$ cat config.mk
export PLATFORM = sky130hd
export DESIGN_NAME = inst_fetch
export DESIGN_NICKNAME = d
export VERILOG_FILES = /design/src/rtl/inst_fetch.sv
export SDC_FILE = /design/constraint.sdc
export NUM_CORES = 1
export LEC_CHECK = 0
export BUFFER_PORTS_ARGS = -buffer_cell sky130_fd_sc_hd__buf_4
export CAP_MARGIN = 10
export CORE_MARGIN = 2
export CORE_UTILIZATION = 55
export DETAILED_ROUTE_END_ITERATION = 12
export GPL_TIMING_DRIVEN = 0
export PLACE_DENSITY_LB_ADDON = 0.2
export SLEW_MARGIN = 25
export SYNTH_ARGS = -nofsm -noshare
export SYNTH_HDL_FRONTEND = slang
export SYNTH_SLANG_ARGS = --single-unit
$ cat constraint.sdc
create_clock -name clk -period 7.55 [get_ports clk]
set_input_delay 1.1325 -clock clk [delete_from_list [all_inputs] [get_ports clk]]
set_output_delay 1.1325 -clock clk [all_outputs]
set_load 0.005 [all_outputs]
$ cat src/rtl/inst_fetch.sv
// inst_fetch: sequential instruction fetch into a 2-entry {pc, instruction} buffer with redirect and halt.
// Ports: clk/rst (sync, active-high); fetch_en gates fetching; imem_addr/imem_data is the
// combinational instruction memory; redirect_valid/redirect_pc restart fetch; inst_valid/inst_ready/
// inst_data/inst_pc is the consumer handshake; halt flags end of program with an empty buffer;
// misalign_fault is sticky and only live when FETCH_ALIGN_CHECK_EN is defined.
module inst_fetch #(
  parameter logic [31:0] RESET_PC = 32'h0000_0000,
  parameter int MEM_WORDS = 32
) (
  input  logic        clk,
  input  logic        rst,
  input  logic        fetch_en,
  output logic [4:0]  imem_addr,
  input  logic [31:0] imem_data,
  input  logic        redirect_valid,
  input  logic [31:0] redirect_pc,
  output logic        inst_valid,
  input  logic        inst_ready,
  output logic [31:0] inst_data,
  output logic [31:0] inst_pc,
  output logic        halt,
  output logic        misalign_fault
);
  localparam logic [31:0] LIMIT = 32'(MEM_WORDS * 4);
  logic [31:0] pc;
  logic [31:0] fpc [2];
  logic [31:0] fdata [2];
  logic        rd;
  logic [1:0]  count;
  logic        fault, misalign, in_range, pop, push, wr;
  logic [31:0] target;
  assign in_range = pc < LIMIT;
  assign pop = inst_valid & inst_ready;
  assign push = fetch_en & in_range & ~fault & ~redirect_valid & (count != 2'd2 | pop);
  // with two slots the tail is the slot after the head; when full it is the head being popped
  assign wr = rd ^ count[0];
  assign imem_addr = pc[6:2];
  assign inst_valid = count != 2'd0;
  assign inst_data = fdata[rd];
  assign inst_pc = fpc[rd];
  assign halt = ~in_range & (count == 2'd0);
  assign misalign_fault = fault;
`ifdef FETCH_ALIGN_CHECK_EN
  assign misalign = redirect_pc[1:0] != 2'b00;
  assign target = redirect_pc;
  always_ff @(posedge clk)
    if (rst) fault <= 1'b0;
    else if (redirect_valid & misalign) fault <= 1'b1;
`else
  assign misalign = 1'b0;
  assign fault = 1'b0;
  assign target = redirect_pc & ~32'h3;
`endif
  always_ff @(posedge clk) begin
    if (rst) begin
      pc <= RESET_PC;
      count <= 2'd0;
      rd <= 1'b0;
    end else if (redirect_valid & ~fault) begin
      count <= 2'd0;
      rd <= 1'b0;
      if (!misalign) pc <= target;
    end else begin
      if (push) begin
        fpc[wr] <= pc;
        fdata[wr] <= imem_data;
        pc <= pc + 32'd4;
      end
      if (pop) rd <= ~rd;
      count <= count + 2'(push) - 2'(pop);
    end
  end
endmodule

==> impl_results.md, run 1 <==
- Startpoint types: register
- Fin crit period: 3.52 ns
- Unrepaired setup endpoints after global routing: no
- DR pass1 iterations: 4
- Final std cells w/o fill: 685
- Final #Nets: 603
- Max Clk Rate: 0.284 GHz
- Internal Pwr Total: 1440 µW
- Core Rows: 38
- Pwr per Cell Area: 229 mW/mm²
- GRT Util Overall: 21.0%
- H-tree Lvls: 4
- Total power: 1810 µW
- Adder-cell share of the synthesized area: 0.407%
- I/O pins: 141
- Synth Area in Simple Gates: 7.25%
- DRT iter0 DRCs: 195
- Drt via density: 5.39
- Leakage dissipation: 0.00303 µW
- Largest net degree at the start of global routing: 37
- Number of gates resized after cts: 0
- Synth-to-layout area growth: 28.6%
- Area leader, netlist: edfxtp_1
- Worst reg-to-reg path cell count: 9
- Sequential fraction of the synthesis area: 71.7%
- Share of cells above drive strength 1: 45.7%
- Max Cap Viol: 0
- DP Cell Count: 653
- Synth Register Bits: 158
- Vias in the first global route: 3742
- XOR/XNOR Fraction of Synth Area: 0.428%
- Die height: 110 µm
- CTS tree: done
- Total wire length: 12.1 mm
- Die footprint: 0.0120 mm²
- CP Class: reg -> out
- Compound-Gate Fraction of Synth Area: 2.34%
- Top sig layer: met4
- Tcrit/Tclk final: 46.6%
- Clk slew on worst S/H paths: 0.06 ns
- Post-Route M1 WL: 5.05 mm
- Ys flop type: edfxtp_1
- Netlist cell types: 41
- Combinational share of power: 4.7%
- Core area: 0.0109 mm²
- Hold Path Class: reg -> reg
- Initial Utilization: 56.4%
- Port Buf Inserts: 133
- Max Slew Vio Count: 0
- Die width: 110 µm
- Worst EP arrival: 2.39 ns
- Final Skew: 0.00781 ns
- Clk pwr share: 42.1%
- Net load switching power: 372 µW
- Synth top area share: 60.6%
- Main combinational cell family by area after synthesis: multiplexers
- Gpl congestion: 0.811
- Worst hold stages: 0
- DRC: 0
- Ys async rst share: 0%
- Post-Synthesis Cells: 376
- Number of buffers created by CTS: 17
- Initial antenna violation count: 0
- Most frequent cells in the layout: 141 x buf_4, 124 x edfxtp_1, 62 x mux2_2, 34 x dfxtp_1, 30 x nor2_1
- Worst vdd ir: 132 µV
- Proportion of power drawn by flip-flops and latches: 53.2%
- Mux contribution to synthesized area: 15.6%
- Crit-path max FO: 10
- Max_slew headroom: 50.7%
- Met2 Routed Length: 5.96 mm
- Clk root buf: clkbuf_8
- Clk buf depth: 2
- Via count: 3692
- Fill cell count: 719
- Post-CTS setup repair buffer count: 0
- Grt ovf: 0
- Synth Cell Area: 0.00615 mm²
- Latest clock arrival within the worst-skew pair: 0.52 ns
- # clock sinks: 158
- TNS Setup: 0 ns
- # diodes: 0
- Top cells by area, synth: edfxtp_1 61%, mux2_2 11%, dfxtp_1 11%
- Routed WL per cell: 17.7 µm
- Worst-Margin Slew: 0.739 ns
- EDFF count, synth: 124
- Final setup fails: 0
- Hold-fix buffers at CTS: 0
- Total of warnings raised by yosys: 0
- Critical Path End Type: output pin
- ANT nets after route: 0
- Commonest non-fill, non-tap cell in the layout: buf_4
- Avg Cell Area, Syn: 16.3 µm²
- Dpl hpwl: 8.31 mm
- Net Sw Frac: 20.5%
- Routed wl met3: 891 µm
- Crit path required time: 6.42 ns
- First-pass GRT wire length: 18.5 mm
- Status: finished clean
- Hold Fails Final Rpt: 0
==> cells in the mapped netlist (3+ instances only) <==
| cell | instances |
|---|---|
| a2111oi_2 | 3 |
| a211oi_1 | 4 |
| a21oi_1 | 4 |
| and2_1 | 3 |
| buf_2 | 3 |
| buf_4 | 8 |
| clkbuf_1 | 12 |
| dfxtp_1 | 34 |
| edfxtp_1 | 124 |
| inv_1 | 3 |
| mux2_2 | 62 |
| mux2i_1 | 26 |
| nand2_1 | 6 |
| nand3_1 | 4 |
| nor2_1 | 30 |
| nor2b_1 | 3 |
| nor3_1 | 5 |
| nor3b_1 | 3 |
| nor4_1 | 10 |
| xor2_1 | 3 |
==> logic make-up (layout without fill, tap and decap cells) <==
family                   count (synthesis)  after routing
flip-flops                             158            158
multiplexers                            88             88
AND/OR/NAND/NOR                         79             79
buffers and inverters                   28            195
AO/OA/AOI/OAI                           17             17
XOR/XNOR                                 3              3
adder cells (fa/ha/maj)                  2              2
other                                    1              3
==> path summary, 6_finish.rpt <==
| path | startpoint | to | slack [ns] |
|---|---|---|---|
| max | pc[15] | halt | 4.03 |
| min | pc[16] | fpc[1][16] | 0.49 |
| max reg2reg | pc[15] | count[1] | 4.86 |
| min reg2reg | pc[16] | fpc[1][16] | 0.49 |
==> state kept, by name (all words and copies together), names as in the netlist, named ones only <==
register	flops
count	2
pc	30
rd	1
fpc	60
fdata	64
==> area by class of cell <==
type	count	area, µm²	share of cell area, %
repair buffers	135	1040	13.1
inverters	3	11.3	0.142
clock inverters	11	88.8	1.12
clock buffers	21	439	5.56
flip-flops and latches	158	4400	55.7
well taps	140	175	2.22
multi-input cells	192	1620	20.5
plain buffers	25	128	1.61
==> routing by layer <==
layer,up-vias,GRT usage [%]
met5,-,0
met4,0,8.86
met3,23,6.70
met2,150,34.3
met1,1772,25.8
li1,1747,-
==> power groups by stage <==
stage          clock (µW)  combinational, µW  sequential (µW)
6_report              763               85.2              963
4_1_cts               777               85.3              962
2_1_floorplan           0               41.9              976
3_5_place_dp            0               84.3              981
3_3_place_gp            0               80.0              979
5_1_grt               811               93.2              964
==> through the flow <==
stage	hold slack, ns	worst slack [ns]	util [%]	area [µm²]
after floorplan	0.447	3.93	-	6150
after global placement	0.466	2.92	67.3	7330
after detailed placement	0.478	4.39	67.7	7380
after CTS	0.494	4.03	72.6	7900
after global routing	0.517	3.95	72.6	7900
final	0.486	4.03	72.6	7900
==> worst max-delay path, cell delays in order (launching register included) <==
cell and delay, ns:
dfxtp_1 0.33, nor4_1 0.59, and4_1 0.41, buf_2 0.26
a31oi_1 0.12, buf_4 0.16
(Power assumes the default switching activity.)
==> run 2, diff against run 1 <==
--- a/config.mk
+++ b/config.mk
@@ -5,10 +5,11 @@
 export SDC_FILE = /design/constraint.sdc
 export NUM_CORES = 1
 export LEC_CHECK = 0
+export ABC_AREA = 1
 export BUFFER_PORTS_ARGS = -buffer_cell sky130_fd_sc_hd__buf_4
 export CAP_MARGIN = 10
 export CORE_MARGIN = 2
-export CORE_UTILIZATION = 55
+export CORE_UTILIZATION = 53
 export DETAILED_ROUTE_END_ITERATION = 12
 export GPL_TIMING_DRIVEN = 0
 export PLACE_DENSITY_LB_ADDON = 0.2
==> constraint.sdc (replaced) <==
create_clock -name clk -period 3.7 [get_ports clk]
set_input_delay 0.555 -clock clk [delete_from_list [all_inputs] [get_ports clk]]
set_output_delay 0.555 -clock clk [all_outputs]
set_load 0.005 [all_outputs]
==> impl_results.md, run 2 <==
- First-pass GRT wire length: 19.8 mm
- Max_slew headroom: 50.0%
- Final setup fails: 0
- Share of cells above drive strength 1: 43.3%
- Critical Path End Type: register
- Number of buffers created by CTS: 17
- Most frequent cell after synthesis: edfxtp_1
- # clock sinks: 158
- # diodes: 0
- Crit path required time: 3.82 ns
- Critical Path, Cell by Cell: inv_1, nand2_1, nor2_1, nand2_1, nor2_2, nand4_1, buf_2, nor3b_4, buf_8, buf_6, buf_8
- Final Skew: 0.00786 ns
- Max FFs per register: 64
- Avg Cell Area, Syn: 14.4 µm²
- Via count: 3899
- Fin crit period: 2.94 ns
- Total wire length: 12.4 mm
- Top cells by area, synth: edfxtp_1 61%, mux2_2 11%, dfxtp_1 11%
- Reg2reg setup slack: 0.76 ns
- Worst vdd ir: 325 µV
- Clk root buf: clkbuf_16
- Commonest non-fill, non-tap cell in the layout: buf_4
- Fill cell count: 810
- Synth Cell Area: 0.00607 mm²
- Worst path max stage delay: 0.65 ns
- Dpl hpwl: 8.65 mm
- Max Clk Rate: 0.341 GHz
- Largest net degree at the start of global routing: 17
- GRT Util Overall: 20.9%
- CP Class: reg -> reg
- Area leader, netlist: edfxtp_1
- CP delay by family, top: simple AND/OR/NAND/NOR gates
- Die height: 111 µm
- Post-Synthesis Cells: 421
- CTS tree: done
- Ys async rst share: 0%
- Port Buf Inserts: 135
- Initial Utilization: 53.7%
- Latest clock arrival within the worst-skew pair: 0.42 ns
- Initial antenna violation count: 0
- Clk slew on worst S/H paths: 0.06 ns
- Pwr per Cell Area: 492 mW/mm²
- DR pass1 iterations: 5
- Slowest-stage cell, CP: nor3b_4
- Vias in the first global route: 3938
- Drt via density: 5.26
- Ys flop type: edfxtp_1
- Core Rows: 39
- Total of warnings raised by yosys: 0
- Netlist cell types: 24
- Reg with most FFs: fdata
- Max Cap Viol: 0
- Die width: 111 µm
- I/O pins: 141
- Sequential fraction of the synthesis area: 72.5%
- Clk buf depth: 2
- ANT nets after route: 0
- Finished Core Util: 71.0%
- Worst EP arrival: 3.06 ns
- DRC: 0
- Synth-to-layout area growth: 32.3%
- Crit-path max FO: 14
- Tcrit/Tclk final: 79.4%
- Startpoint types: register
- Synth cell count leaders: 124 x edfxtp_1, 62 x mux2_2, 50 x nand2_1
- Leakage dissipation: 0.00307 µW
- Core area: 0.0113 mm²
- Total power: 3950 µW
- H-tree Lvls: 4
- Status: finished clean
- Number of gates resized after cts: 0
- Synth Register Bits: 158
- Synth top area share: 61.3%
- CP bufs+invs: 5
- WHS: 0.320 ns
- Routed WL per cell: 16.8 µm
- Worst-Margin Slew: 0.749 ns
- Post-CTS setup repair buffer count: 0
- Final #Nets: 656
- Hold Path Class: in -> reg
- Gpl congestion: 0.808
- Grt ovf: 0
- EDFF count, synth: 124
- Max Slew Vio Count: 0
- Hold Fails Final Rpt: 0
- Unrepaired setup endpoints after global routing: no
- Most frequent cells in the layout: 143 x buf_4, 124 x edfxtp_1, 62 x mux2_2, 50 x nand2_1, 34 x dfxtp_1
- DRT iter0 DRCs: 212
- Hold-fix buffers at CTS: 0
- Largest regs: fdata x64, fpc x60, pc x30
- Die footprint: 0.0123 mm²
[run 2: cells by family after synthesis]
logic type,share of synthesized area [%]
flops,72.5
simple gates,7.70
mux,11.7
buf+inv,3.58
compound gates,3.21
xor+xnor,0.865
fa+ha+maj,0.412
other cells,0.0617
[run 2: metrics by stage]
| step | worst slack [ns] | instances | instance area, µm² | TNS (ns) |
|---|---|---|---|---|
| floorplan | 0.614 | 423 | 6100 | 0 |
| global placement | -0.494 | 701 | 7290 | -49.53 |
| detailed placement | 0.774 | 709 | 7400 | 0 |
| CTS | 0.768 | 741 | 8040 | 0 |
| global route | 0.526 | 741 | 8040 | 0 |
| finish | 0.763 | 741 | 8040 | 0 |
[run 2: power breakdown]
| part | leakage, µW | internal [µW] | switching [µW] |
|---|---|---|---|
| Clock | 0.000313 | 1170 | 676 |
| Sequential | 0.00140 | 1930 | 21.1 |
| Combinational | 0.00136 | 82.5 | 73.8 |
| Total | 0.00307 | 3180 | 771 |
[run 2: area by class of cell]
type	instances	area [µm²]	area share, %
clock buffers	19	454	5.65
repair buffers	143	1120	13.9
well taps	143	179	2.23
multi-input cells	220	1480	18.4
inverters	17	63.8	0.794
flip-flops and latches	158	4400	54.8
clock inverters	13	185	2.30
plain buffers	28	154	1.91
[run 2: layer usage]
layer  vias to the layer above  global-route usage [%]  wire length (µm)  part of all wire [%]
met4                         0                    7.98               236                   1.9
met2                       164                    34.6              6300                    51
met5                         -                       0                 0                     0
met3                        22                    5.63               872                   7.0
met1                      1876                    26.5              5030                    40
li1                       1837                       -                 -                     -
[run 2: path summary, 6_finish.rpt]
kind / from / to / cells after the start
worst max-delay path: pc[23] / fdata[0][25] / 11
worst max register to register: pc[23] / fdata[0][25] / 11
worst min-delay path: imem_data[23] / fdata[0][23] / 1
worst min register to register: pc[14] / fpc[1][14] / 0
[run 2: worst reg2reg max path, cell delays in order, from the launching register on]
cell and delay (ns):
dfxtp_1 0.35, inv_1 0.07, nand2_1 0.04, nor2_1 0.14, nand2_1 0.13, nor2_2 0.15, nand4_1 0.19, buf_2 0.27
nor3b_4 0.65, buf_8 0.26, buf_6 0.21, buf_8 0.19
==> run 3, diff against run 2 <==
--- a/config.mk
+++ b/config.mk
@@ -5,11 +5,11 @@
 export SDC_FILE = /design/constraint.sdc
 export NUM_CORES = 1
 export LEC_CHECK = 0
-export ABC_AREA = 1
+export ABC_AREA = 0
 export BUFFER_PORTS_ARGS = -buffer_cell sky130_fd_sc_hd__buf_4
 export CAP_MARGIN = 10
 export CORE_MARGIN = 2
-export CORE_UTILIZATION = 53
+export CORE_UTILIZATION = 48
 export DETAILED_ROUTE_END_ITERATION = 12
 export GPL_TIMING_DRIVEN = 0
 export PLACE_DENSITY_LB_ADDON = 0.2
==> constraint.sdc (replaced) <==
create_clock -name clk -period 2.4 [get_ports clk]
set_input_delay 0.36 -clock clk [delete_from_list [all_inputs] [get_ports clk]]
set_output_delay 0.36 -clock clk [all_outputs]
set_load 0.005 [all_outputs]
==> impl_results.md, run 3 (synthesis results as in run 1) <==
- Status: finished clean
- Hold-fix buffers at CTS: 0
- Met2 Usage GRT: 31.6%
- # diodes: 0
- Routed WL per cell: 17.5 µm
- WHS: 0.139 ns
- Worst-Margin Slew: 0.913 ns
- Largest regs: fdata x64, fpc x60, pc x30
- Drt via density: 5.18
- Routing usage on met1: 23.2%
- Leakage dissipation: 0.00312 µW
- Worst EP arrival: 2.35 ns
- Crit-path max FO: 31
- Vias in the first global route: 3610
- H-tree Lvls: 4
- Number of buffers created by CTS: 17
- Most frequent cells in the layout: 141 x buf_4, 124 x edfxtp_1, 62 x mux2_2, 34 x dfxtp_1, 30 x nor2_1
- Via count: 3728
- Clk slew on worst S/H paths: 0.06 ns
- Hold Path Class: in -> reg
- Core Rows: 41
- Port Buf Inserts: 133
- Die width: 117 µm
- Startpoint types: register
- Core area: 0.0126 mm²
- Net load switching power: 1210 µW
- Share of cells above drive strength 1: 48.6%
- CP Class: reg -> reg
- Reg with most FFs: fdata
- GRT Util Overall: 18.7%
- Proportion of power drawn by flip-flops and latches: 49.3%
- CTS tree: done
- Fin worst setup slack: 0.144 ns
- Internal Pwr Total: 4940 µW
- Hold Fails Final Rpt: 0
- Max_slew headroom: 39.0%
- Initial antenna violation count: 0
- I/O pins: 141
- Crit path required time: 2.50 ns
- Clk pwr share: 46.2%
- Grt ovf: 0
- Max Slew Vio Count: 0
- Commonest non-fill, non-tap cell in the layout: buf_4
- Final #Nets: 605
- Pwr per Cell Area: 754 mW/mm²
- Total wire length: 12.6 mm
- Gpl congestion: 0.787
- Max Cap Viol: 0
- Synth-to-layout area growth: 32.8%
- Max Clk Rate: 0.443 GHz
- Unrepaired setup endpoints after global routing: no
- Fin crit period: 2.26 ns
- Met3 Use GR: 4.69%
- Net Sw Frac: 19.7%
- # clock sinks: 158
- DRT iter0 DRCs: 237
- Finished Core Util: 64.9%
- Total power: 6150 µW
- Dpl hpwl: 8.40 mm
- Worst vdd ir: 430 µV
- Die height: 117 µm
- Die footprint: 0.0137 mm²
- ANT nets after route: 0
- Largest net degree at the start of global routing: 32
- Layer with the highest usage: met2
- Reg2reg setup slack: 0.14 ns
- Critical Path End Type: register
- DRC: 0
- Clk root buf: clkbuf_16
- Latest clock arrival within the worst-skew pair: 0.41 ns
- DR pass1 iterations: 4
- Tcrit/Tclk final: 94.0%
- Combinational share of power: 4.5%
- Worst hold stages: 1
- Worst reg-to-reg path cell count: 4
- First-pass GRT wire length: 18.9 mm
- Final setup fails: 0
- Clk buf depth: 2
- Initial Utilization: 48.9%
- Final Skew: 0.0107 ns
- Max FFs per register: 64
- Place WS: -0.243 ns
[run 3: changes by cell type in the layout (fill, tap and decap cells not counted), sizes merged, moves of 4 or more]
cell	previous run	this run
a211oi	0	4
a21oi	32	4
buf	163	149
inv	19	6
mux2i	1	26
nand2	51	6
nand3	33	4
nor2	20	30
nor3	1	5
nor4	0	11
o21ai	7	0
xnor2	4	0
[run 3: critical path: stages, from the launching register on]
cell	delay (ns)
dfxtp_1	0.35
or4_1	0.61
nor4_4	0.44
and3_4	0.31
buf_12	0.21
[run 3: area by class of cell]
cell class	instances	area [µm²]
clock buffer	19	453
timing repair buffer	137	1080
sequential	158	4400
fill	943	4410
inverter	3	11.3
tap	172	215
clock inverter	13	185
buffer	23	126
multi-input combinational	194	1690
[run 3: routing by layer]
| metal | part of all wire [%] | vias up | wire length [µm] |
|---|---|---|---|
| met5 | 0 | - | 0 |
| met4 | 1.8 | 0 | 226 |
| met3 | 5.4 | 16 | 682 |
| met2 | 51 | 114 | 6420 |
| met1 | 42 | 1843 | 5290 |
| li1 | - | 1755 | - |
[run 3: per-stage QoR]
step / setup TNS, ns / std cells / cell area [µm²]
floorplan: -1.21 / 378 / 6160
global placement: -88.45 / 683 / 7370
detailed placement: -13.26 / 685 / 7420
CTS: 0 / 720 / 8140
global route: 0 / 719 / 8160
finish: 0 / 719 / 8160
[run 3: path summary, 6_finish.rpt]
kind | startpoint | endpoint
worst max-delay path | pc[23] | fdata[1][19]
worst min-delay path | imem_data[28] | fdata[1][28]
worst max register to register | pc[23] | fdata[1][19]
worst min register to register | pc[6] | fpc[0][6]
[run 3: repair_timing]
| action | CTS | global route |
|---|---|---|
| setup buffers | 2 | 0 |
| gates resized for setup | 11 | 7 |
| setup endpoints to repair | 155 | 106 |
| cloned | 2 | 0 |
| pin swaps | 1 | 0 |
[run 3: power groups by stage]
stage	sequential [µW]	clock [µW]	combinational (µW)
floorplan	3070	0	132
global placement	3080	0	255
detailed placement	3090	0	267
CTS	3030	2890	276
global route	3040	2990	303
finish	3030	2840	278
